File: src/rtl/lcd_pkg.sv
// Shared types and constants for the LCD read path: FSM states, pin-vector
// bit positions and default HD44780 read timing in 100 MHz clock cycles.
package lcd_pkg;

   typedef enum logic [2:0] {
      StIdle,
      StWaitGnt,
      StNibHi,
      StNibLo,
      StDone
   } rd_state_e;

   typedef enum logic [1:0] {
      NbIdle,
      NbSetup,
      NbHigh,
      NbLow
   } nib_state_e;

   // Bit positions inside the registered pin vector {DB_OE, RW, RS}
   localparam int unsigned PIN_RS = 0;
   localparam int unsigned PIN_RW = 1;
   localparam int unsigned PIN_OE = 2;
   localparam logic [2:0]  PINS_IDLE = 3'b100;

   localparam int unsigned BF_BIT = 7;

   localparam int unsigned T_SETUP_DEF  = 4;
   localparam int unsigned T_E_HIGH_DEF = 30;
   localparam int unsigned T_E_LOW_DEF  = 60;
   localparam int unsigned POLL_MAX_DEF = 1023;
   localparam int unsigned POLL_W_DEF   = 10;

   function automatic int unsigned max3(input int unsigned a, input int unsigned b,
                                        input int unsigned c);
      int unsigned m;
      m = (a > b) ? a : b;
      return (m > c) ? m : c;
   endfunction

endpackage

File: src/rtl/lcd_nibble_reader.sv
// Generates one E pulse (optional RS/RW setup, E high, E low) and captures
// DB7..DB4 through a 2-flop synchronizer on the last E-high cycle.
module lcd_nibble_reader
   import lcd_pkg::*;
#(
   parameter int unsigned T_SETUP  = T_SETUP_DEF,
   parameter int unsigned T_E_HIGH = T_E_HIGH_DEF,
   parameter int unsigned T_E_LOW  = T_E_LOW_DEF
) (
   input  logic       I_CLK,
   input  logic       I_RST,
   input  logic       I_START,
   input  logic       I_SETUP,
   input  logic [3:0] I_LCD_DB,
   output logic       O_LCD_E,
   output logic [3:0] O_NIBBLE,
   output logic       O_DONE
);

   localparam int unsigned CNT_W = $clog2(max3(T_SETUP, T_E_HIGH, T_E_LOW) + 1);

   nib_state_e       st_q, st_d;
   logic [CNT_W-1:0] cnt_q, cnt_d;
   logic             e_q, e_d;
   logic [3:0]       nib_q, nib_d;
   logic [3:0]       db_meta_q, db_sync_q;
   logic             setup_last, high_last, low_last;

   assign setup_last = (cnt_q == CNT_W'(T_SETUP - 1));
   assign high_last  = (cnt_q == CNT_W'(T_E_HIGH - 1));
   assign low_last   = (cnt_q == CNT_W'(T_E_LOW - 1));

   always_ff @(posedge I_CLK) begin
      if (I_RST) begin
         st_q      <= NbIdle;
         cnt_q     <= '0;
         e_q       <= 1'b0;
         nib_q     <= '0;
         db_meta_q <= '0;
         db_sync_q <= '0;
      end else begin
         st_q      <= st_d;
         cnt_q     <= cnt_d;
         e_q       <= e_d;
         nib_q     <= nib_d;
         db_meta_q <= I_LCD_DB;
         db_sync_q <= db_meta_q;
      end
   end

   // A start arriving on the last E-low cycle chains straight into the next pulse
   always_comb begin
      st_d  = st_q;
      cnt_d = cnt_q + 1'b1;
      unique case (st_q)
         NbIdle: begin
            cnt_d = '0;
            if (I_START) st_d = I_SETUP ? NbSetup : NbHigh;
         end
         NbSetup: begin
            if (setup_last) begin
               cnt_d = '0;
               st_d  = NbHigh;
            end
         end
         NbHigh: begin
            if (high_last) begin
               cnt_d = '0;
               st_d  = NbLow;
            end
         end
         NbLow: begin
            if (low_last) begin
               cnt_d = '0;
               if (I_START) st_d = I_SETUP ? NbSetup : NbHigh;
               else         st_d = NbIdle;
            end
         end
         default: begin
            cnt_d = '0;
            st_d  = NbIdle;
         end
      endcase
   end

   always_comb begin
      e_d   = (st_d == NbHigh);
      nib_d = nib_q;
      if ((st_q == NbHigh) && high_last) nib_d = db_sync_q;
   end

   assign O_LCD_E  = e_q;
   assign O_NIBBLE = nib_q;
   assign O_DONE   = (st_q == NbLow) && low_last;

endmodule

File: src/rtl/lcd_readback.sv
// HD44780 4-bit read engine: arbitrates for the LCD pins, reads status or data
// as two nibbles and optionally polls the busy flag until it clears.
module lcd_readback
   import lcd_pkg::*;
#(
   parameter int unsigned T_SETUP  = T_SETUP_DEF,
   parameter int unsigned T_E_HIGH = T_E_HIGH_DEF,
   parameter int unsigned T_E_LOW  = T_E_LOW_DEF,
   parameter int unsigned POLL_MAX = POLL_MAX_DEF,
   parameter int unsigned POLL_W   = POLL_W_DEF
) (
   input  logic       I_CLK,
   input  logic       I_RST,
   input  logic       I_READ_START,
   input  logic       I_READ_RS,
   input  logic       I_POLL_BUSY,
   output logic [7:0] O_READ_DATA,
   output logic       O_READ_DONE,
   output logic       O_TIMEOUT,
   output logic       O_BUSY,
   output logic       O_BUS_REQ,
   input  logic       I_BUS_GRANT,
   output logic       O_LCD_RS,
   output logic       O_LCD_RW,
   output logic       O_LCD_E,
   output logic       O_LCD_DB_OE,
   input  logic [3:0] I_LCD_DB
);

   rd_state_e         st_q, st_d;
   logic              busy_q, busy_d;
   logic              req_q, req_d;
   logic [2:0]        pins_q, pins_d;
   logic              rs_lat_q, rs_lat_d;
   logic              poll_q, poll_d;
   logic [POLL_W-1:0] poll_cnt_q, poll_cnt_d;
   logic [7:0]        byte_q, byte_d;
   logic [7:0]        rd_data_q, rd_data_d;
   logic              done_q, done_d;
   logic              to_q, to_d;

   logic              accept, granted, poll_again, finish;
   logic              nib_start, nib_setup, nib_done;
   logic [3:0]        nibble;

   assign accept     = (st_q == StIdle) && I_READ_START;
   assign granted    = (st_q == StWaitGnt) && I_BUS_GRANT;
   assign poll_again = poll_q && byte_q[BF_BIT] && (poll_cnt_q < POLL_W'(POLL_MAX));
   assign finish     = (st_q == StNibLo) && nib_done && !poll_again;
   assign nib_start  = granted || ((st_q == StNibHi) && nib_done) ||
                       ((st_q == StNibLo) && nib_done && poll_again);
   // Only the low nibble follows directly on EL_MID; every read begins with SETUP
   assign nib_setup  = (st_q != StNibHi);

   lcd_nibble_reader #(
      .T_SETUP  (T_SETUP),
      .T_E_HIGH (T_E_HIGH),
      .T_E_LOW  (T_E_LOW)
   ) u_nibble (
      .I_CLK    (I_CLK),
      .I_RST    (I_RST),
      .I_START  (nib_start),
      .I_SETUP  (nib_setup),
      .I_LCD_DB (I_LCD_DB),
      .O_LCD_E  (O_LCD_E),
      .O_NIBBLE (nibble),
      .O_DONE   (nib_done)
   );

   always_ff @(posedge I_CLK) begin
      if (I_RST) begin
         st_q       <= StIdle;
         busy_q     <= 1'b0;
         req_q      <= 1'b0;
         pins_q     <= PINS_IDLE;
         rs_lat_q   <= 1'b0;
         poll_q     <= 1'b0;
         poll_cnt_q <= '0;
         byte_q     <= '0;
         rd_data_q  <= '0;
         done_q     <= 1'b0;
         to_q       <= 1'b0;
      end else begin
         st_q       <= st_d;
         busy_q     <= busy_d;
         req_q      <= req_d;
         pins_q     <= pins_d;
         rs_lat_q   <= rs_lat_d;
         poll_q     <= poll_d;
         poll_cnt_q <= poll_cnt_d;
         byte_q     <= byte_d;
         rd_data_q  <= rd_data_d;
         done_q     <= done_d;
         to_q       <= to_d;
      end
   end

   always_comb begin
      st_d = st_q;
      unique case (st_q)
         StIdle:    if (I_READ_START) st_d = StWaitGnt;
         StWaitGnt: if (I_BUS_GRANT)  st_d = StNibHi;
         StNibHi:   if (nib_done)     st_d = StNibLo;
         StNibLo:   if (nib_done)     st_d = poll_again ? StNibHi : StDone;
         StDone:                      st_d = StIdle;
         default:                     st_d = StIdle;
      endcase
   end

   always_comb begin
      busy_d     = busy_q;
      req_d      = req_q;
      pins_d     = pins_q;
      rs_lat_d   = rs_lat_q;
      poll_d     = poll_q;
      poll_cnt_d = poll_cnt_q;
      byte_d     = byte_q;
      rd_data_d  = rd_data_q;
      done_d     = finish;
      to_d       = finish && poll_q && byte_q[BF_BIT];

      if (accept) begin
         busy_d     = 1'b1;
         req_d      = 1'b1;
         rs_lat_d   = I_READ_RS;
         poll_d     = I_POLL_BUSY & ~I_READ_RS;
         poll_cnt_d = '0;
      end
      if (granted) begin
         pins_d[PIN_RS] = rs_lat_q;
         pins_d[PIN_RW] = 1'b1;
         pins_d[PIN_OE] = 1'b0;
      end
      if ((st_q == StNibHi) && nib_done) byte_d[7:4] = nibble;
      if ((st_q == StNibLo) && nib_done) begin
         byte_d[3:0] = nibble;
         if (poll_again) poll_cnt_d = poll_cnt_q + 1'b1;
      end
      if (finish) rd_data_d = {byte_q[7:4], nibble};
      if (st_q == StDone) begin
         busy_d         = 1'b0;
         req_d          = 1'b0;
         pins_d[PIN_RW] = 1'b0;
         pins_d[PIN_OE] = 1'b1;
      end
   end

   assign O_READ_DATA = rd_data_q;
   assign O_READ_DONE = done_q;
   assign O_TIMEOUT   = to_q;
   assign O_BUSY      = busy_q;
   assign O_BUS_REQ   = req_q;
   assign O_LCD_RS    = pins_q[PIN_RS];
   assign O_LCD_RW    = pins_q[PIN_RW];
   assign O_LCD_DB_OE = pins_q[PIN_OE];

endmodule

File: config.mk
export PLATFORM = sky130hd
export DESIGN_NAME = lcd_readback
export DESIGN_NICKNAME = d
export VERILOG_FILES = /design/src/rtl/lcd_pkg.sv /design/src/rtl/lcd_nibble_reader.sv /design/src/rtl/lcd_readback.sv
export SDC_FILE = /design/constraint.sdc
export NUM_CORES = 1
export LEC_CHECK = 0
export ABC_AREA = 1
export CAP_MARGIN = 10
export CORE_ASPECT_RATIO = 1.75
export CORE_UTILIZATION = 31
export CTS_BUF_LIST = sky130_fd_sc_hd__clkbuf_4 sky130_fd_sc_hd__clkbuf_8 sky130_fd_sc_hd__clkbuf_16
export DETAILED_ROUTE_END_ITERATION = 8
export GPL_ROUTABILITY_DRIVEN = 0
export SETUP_SLACK_MARGIN = 0.02
export SLEW_MARGIN = 20
export SYNTH_ARGS = -nofsm -noshare
export SYNTH_HDL_FRONTEND = slang
export SYNTH_SLANG_ARGS = --single-unit
File: constraint.sdc
create_clock -name I_CLK -period 2.8 [get_ports I_CLK]
set_clock_uncertainty 0.2 [all_clocks]
set_input_delay 0.42 -clock I_CLK [delete_from_list [all_inputs] [get_ports I_CLK]]
set_output_delay 0.42 -clock I_CLK [all_outputs]
set_load 0.02 [all_outputs]
==> impl_metrics.yaml, run 1 <==
status:
  status: "complete, no violations"
sta:
  hold_viol_final: 0
  setup_viol: 0
  min_period_ps: 1884
  relSlewSlack_pct: 68.93
  max_slew.worst_pin.slew_ps: 463.0
  timing.fmax_ghz: 0.5309
  setup_tns_ps: 0
  fin_crit_sh_pct: 67.28
  fin_ws_ps: 916.2
  drv_slew: 0
  rsz0062_at_grt: "false"
  hold_slack_ps: 202.3
yosys:
  yosysWarnings: 0
  synth_area_leaders: "dfxtp_1 (48%), nand2_1 (12%), nor2_1 (7.0%)"
  post-synth-top-area-fraction_pct: 48.13
  syn_nets: 315
  ys_ff_latch: 54
  netlist_area_um2: 2246
  synth-edff-count: 0
  synthArstFlopShare_pct: 0
  synth-main-ff-cell: "dfxtp_1"
  avgSynthCellArea_um2: 7.437
  syn_inst: 302
  seq_area_frac_synth_pct: 48.13
  ys_types: 31
  yosysTopAreaCell: "dfxtp_1"
route:
  postRouteAntennaNets: 0
  first_pass_iters: 4
  drt-initial-drc-count: 70
  drc: 0
  wl_um: 4695
  num_vias: 1892
  avgRoutedWirePerCell_um: 11.31
  vias_per_cell: 4.559
hold_path:
  hp-class: "flip-flop to flip-flop"
floorplan:
  die-area_um2: 7603
  rows: 40
  start_util_pct: 32.28
  boundaryPins: 26
  fp.dieW_um: 66.34
  core_um2: 6957
  die_h_um: 114.6
worst_setup_path:
  worstPathRequired_ps: 2810
  worstPathMaxFanout: 9
  crit_arrival_ps: 1900
  path_class: "flip-flop to flip-flop"
  end_kind: "flip-flop"
  crit_path_start_kind: "flip-flop"
clocking:
  cts_setup_buffers: 0
  cts_buffers: 5
  insertion_delay_ps: 290
  max-clock-path-buffers: 2
  cts.sinks: 54
  cts-htree-levels: 2
  cts_root_buffer: "clkbuf_16"
  cts_resized: 0
  cts_hold_buf: 0
  clk_pin_slew_ps: 70
  tritoncts: "done"
layout:
  num_antenna_cells: 0
  fin_util_pct: 39.23
  syn_to_final_growth_pct: 21.50
  nets: 343
  fill_cells: 730
  drive_above_1_share_pct: 7.553
power_and_ir_drop:
  vdd_drop_max_v: 0.0003439
  leakage_uw: 0.001059
  power-per-cell-area_nw_per_um2: 626.6
placement:
  io_buffer_count: 25
  hpwl_um: 3621
  pre_cts_slack_ps: 822.8
job:
  maxCapViolCount: 0
grt:
  grt_pass1_wl_um: 8010
  grt_pass1_vias: 1894
  grt_max_degree: 25
  antenna_found_initial: 0
  grtUsageTotal_pct: 13.70
  overflow: 0
-- synthesized netlist by cell type (4+ instances only) --
cell type  count
nand2_1       72
dfxtp_1       54
nor2_1        42
inv_1         31
a21oi_1       24
nand3_1       20
o21ai_0       10
nor3_1         6
clkbuf_1       4
inv_2          4
-- flip-flops by register name (all words and copies together) (netlist names) --
name	cells
u_nibble.db_sync_q	4
poll_q	1
O_READ_DATA	8
rs_lat_q	1
u_nibble.st_q	2
O_TIMEOUT	1
u_nibble.O_LCD_E	1
st_q	3
poll_cnt_q	10
O_BUS_REQ	1
u_nibble.db_meta_q	4
pins_q	3
O_READ_DONE	1
u_nibble.cnt_q	6
u_nibble.O_NIBBLE	4
byte_q	4
-- through the flow --
| step | instance area [um2] | power [uW] | instances |
|---|---|---|---|
| after global placement | 2582 | 1111 | 407 |
| after CTS | 2729 | 1731 | 415 |
| after global routing | 2729 | 1796 | 415 |
| final | 2729 | 1710 | 415 |
| after detailed placement | 2582 | 1113 | 407 |
| after floorplan | 2246 | 1028 | 302 |
-- layer usage --
layer | part of all wire, % | track usage [%] | vias to the layer above
met5 | 0 | 0 | -
met4 | 2.0 | 6.809 | 0
met3 | 2.2 | 2.888 | 9
met2 | 57 | 26.39 | 18
met1 | 39 | 13.04 | 852
li1 | - | - | 1013
-- cell type report --
| class | instances | area [um2] | share of cell area [%] |
|---|---|---|---|
| Multi-Input combinational cell | 206 | 994.7 | 36.45 |
| Clock buffer | 6 | 132.6 | 4.860 |
| Tap cell | 84 | 105.1 | 3.851 |
| Sequential cell | 54 | 1081 | 39.61 |
| Clock inverter | 2 | 13.76 | 0.5044 |
| Inverter | 36 | 136.4 | 4.998 |
| Timing Repair Buffer | 27 | 265.3 | 9.720 |
-- cell usage in the layout, fill, tap and decap left out --
cell / synthesis / routed
inv_2: 4 / 4
nand2_2: 3 / 3
clkdlybuf4s50_1: 0 / 25
o21ai_1: 2 / 2
nand3_1: 20 / 20
clkbuf_4: 0 / 1
buf_4: 1 / 2
nand2_1: 72 / 72
a21boi_0: 1 / 1
nand3_2: 1 / 1
nand3_4: 1 / 1
xor2_1: 3 / 3
inv_1: 31 / 31
nand3b_1: 1 / 1
a211oi_1: 1 / 1
clkbuf_16: 0 / 5
ha_1: 3 / 3
nand4_1: 3 / 3
a31oi_1: 3 / 3
o21ai_0: 10 / 10
o21a_1: 2 / 2
nor4_1: 1 / 1
a21oi_1: 24 / 24
clkinv_4: 0 / 1
nor3_1: 6 / 6
nor2_4: 3 / 3
o21ai_2: 1 / 1
nor2_1: 42 / 42
clkinv_2: 1 / 2
dfxtp_1: 54 / 54
xnor2_1: 1 / 1
nor2_2: 1 / 1
nor3b_1: 1 / 1
-- worst paths after layout --
kind	startpoint	to	slack, ps	cells after the start
setup / recovery	poll_cnt_q[0]$_SDFF_PP0_	O_READ_DATA[3]$_SDFFE_PP0P_	920	9
hold / removal	u_nibble.db_meta_q[2]$_SDFF_PP0_	u_nibble.db_sync_q[2]$_SDFF_PP0_	200	2
setup reg to reg	poll_cnt_q[0]$_SDFF_PP0_	O_READ_DATA[3]$_SDFFE_PP0P_	920	9
hold reg to reg	u_nibble.db_meta_q[2]$_SDFF_PP0_	u_nibble.db_sync_q[2]$_SDFF_PP0_	200	2
-- critical path: stages, from the launching register on --
cell      delay, ps
dfxtp_1         390
ha_1            220
nand2_2         110
nor2_4          170
nand2_1          80
nand2_1         140
nand2_2         160
clkinv_2        130
nand2_1          70
a21oi_1         150
-- cells by family after synthesis --
kind of cell / synth area share (%)
AND/OR/NAND/NOR: 30.47
AO/OA/AOI/OAI: 10.59
buffers and inverters: 7.576
XOR/XNOR: 1.560
flip-flops: 48.13
adder cells (fa/ha/maj): 1.671
-- power by group --
part	leakage [uW]	internal [uW]	switching, uW
Combinational	0.000547	95.7	158
Sequential	0.000438	808	34.6
Clock	0.0000742	342	272
Note: power is estimated with default switching activity, not from simulation.
==> run 2, diff against run 1 <==
clock period = 1.72 ns   (was 2.8 ns; I/O delays follow)
==> run 2 against run 1 <==
  * Flip-flop and latch count unchanged
  * Critical path depth down 8
  * Routed wire length up 11%
  * Final cell count up 4.8%
  * First-iteration DRC count up 7.1%
  * Register-to-register slack worse by 850 ps
  * Power up 68%
  * Highest routed layer unchanged
==> impl_metrics.yaml, run 2 (same netlist as run 1, synthesis figures left out) <==
status:
  status: "complete, no violations"
sta:
  timing.fmax_ghz: 0.6015
  rsz0062_at_grt: "true"
  setup_tns_ps: 0
  max_slew.worst_pin.slew_ps: 344.2
  fin_crit_sh_pct: 96.66
  relSlewSlack_pct: 77.03
  min_period_ps: 1663
  hold_slack_ps: 206.1
  fin_ws_ps: 57.47
  drv_slew: 0
  hold_viol_final: 0
  setup_viol: 0
clocking:
  cts-htree-levels: 2
  tritoncts: "done"
  insertion_delay_ps: 300
  clk_pin_slew_ps: 70
  cts_root_buffer: "clkbuf_16"
  max-clock-path-buffers: 2
  cts.sinks: 54
  cts_buffers: 5
layout:
  fill_cells: 718
  fin_area_um2: 3004
  largest_reg_flops: 10
  layout_commonest_cell: "nand2_1"
  num_antenna_cells: 0
  regMostFlops: "poll_cnt_q"
  drive_above_1_share_pct: 17.66
  nets: 363
  syn_to_final_growth_pct: 33.76
  final_cell_mix: "nand2_1 (70), dfxtp_1 (50), nor2_1 (41)"
route:
  num_vias: 2046
  drc: 0
  postRouteAntennaNets: 0
  wl_um: 5188
  avgRoutedWirePerCell_um: 11.93
  vias_per_cell: 4.703
  drt-initial-drc-count: 75
  first_pass_iters: 4
floorplan:
  core_um2: 6957
  start_util_pct: 32.28
  die-area_um2: 7603
  die_h_um: 114.6
  boundaryPins: 26
  rows: 40
  fp.dieW_um: 66.34
worst_setup_path:
  end_kind: "primary output"
  crit_arrival_ps: 1200
  crit_chain: "clkdlybuf4s50_1"
  worstPathBufferInverterCount: 1
  cp_slowest_stage_delay_ps: 600
  cp_top_family: "buffers and inverters"
  worstPathRequired_ps: 1260
  worstPathMaxFanout: 1
  path_class: "flip-flop to primary output"
  crit_path_start_kind: "flip-flop"
  r2r_cells: 9
  cp.depth: 1
  slowest_stage: "clkdlybuf4s50_1"
hold_path:
  hp-class: "flip-flop to flip-flop"
  min_delay_path_depth: 2
job:
  maxCapViolCount: 0
placement:
  hpwl_um: 3798
  pre_cts_slack_ps: -87.97
  io_buffer_count: 25
  placed_cell_area_um2: 2718
power_and_ir_drop:
  leakage_uw: 0.001268
  power_uw: 2865
  vdd_drop_max_v: 0.0005015
  power-per-cell-area_nw_per_um2: 953.8
grt:
  grt_max_degree: 25
  grtUsageTotal_pct: 15.13
  antenna_found_initial: 0
  overflow: 0
  grt_pass1_wl_um: 8783
  grt_pass1_vias: 2043
run 2: changes by cell type in the layout (fill, tap and decap cells not counted), sizes merged:
cell and delta:
buf +18, dlymetal6s2s +3, inv +3, dlygate4sd2 +10
nand2 +1, clkdlybuf4s50 -13, nor2 +1, clkbuf -1
clkinv -2
run 2: area by class of cell:
cell class	instances	area [um2]	share of cell area, %
multi-input cells	208	1114	37.07
flip-flops and latches	54	1086	36.15
repair buffers	45	395.4	13.16
inverters	36	150.1	4.998
clock buffers	5	125.1	4.165
well taps	84	105.1	3.499
clock inverters	3	28.78	0.9579
run 2: final timing paths:
check                                    from                          endpoint  slack [ps]
min          u_nibble.db_meta_q[2]$_SDFF_PP0_  u_nibble.db_sync_q[2]$_SDFF_PP0_         210
max               u_nibble.O_LCD_E$_SDFF_PP0_                           O_LCD_E          60
max reg2reg              st_q[1]$_SDFFE_PP0P_       u_nibble.O_LCD_E$_SDFF_PP0_          70
min reg2reg  u_nibble.db_meta_q[2]$_SDFF_PP0_  u_nibble.db_sync_q[2]$_SDFF_PP0_         210
run 2: what timing repair did:
| action | in CTS | in global routing |
|---|---|---|
| pin swaps | 1 | 9 |
| setup endpoints to repair | 24 | 33 |
| setup buffers | 0 | 0 |
| gates cloned | 1 | 1 |
| resized for setup | 14 | 33 |
| hold buffers | 0 | 0 |
run 2: per-layer routing:
layer | track usage [%] | share of wire [%] | wire length [um]
met1 | 14.36 | 37 | 1910
met2 | 29.93 | 59 | 3040
met3 | 2.191 | 2.1 | 111
met4 | 7.376 | 2.4 | 125
met5 | 0 | 0 | 0
run 2: through the flow:
step / utilization, % / std cells
after floorplan: - / 302
after global routing: 43.18 / 435
after CTS: 41.35 / 434
final: 43.18 / 435
after detailed placement: 39.06 / 425
after global placement: 39.06 / 425
run 2: report_power, final:
group,internal [uW],total (uW),switching [uW],leakage [uW]
registers,1310,1380,60.2,0.000440
clock network,559,1060,497,0.0000763
logic,165,435,270,0.000752
==> run 3, diff against run 2 <==
CAP_MARGIN = unset   (was 10)
==> results of run 3 <==
Final layout, timing and power as in run 2 (identical DEF).
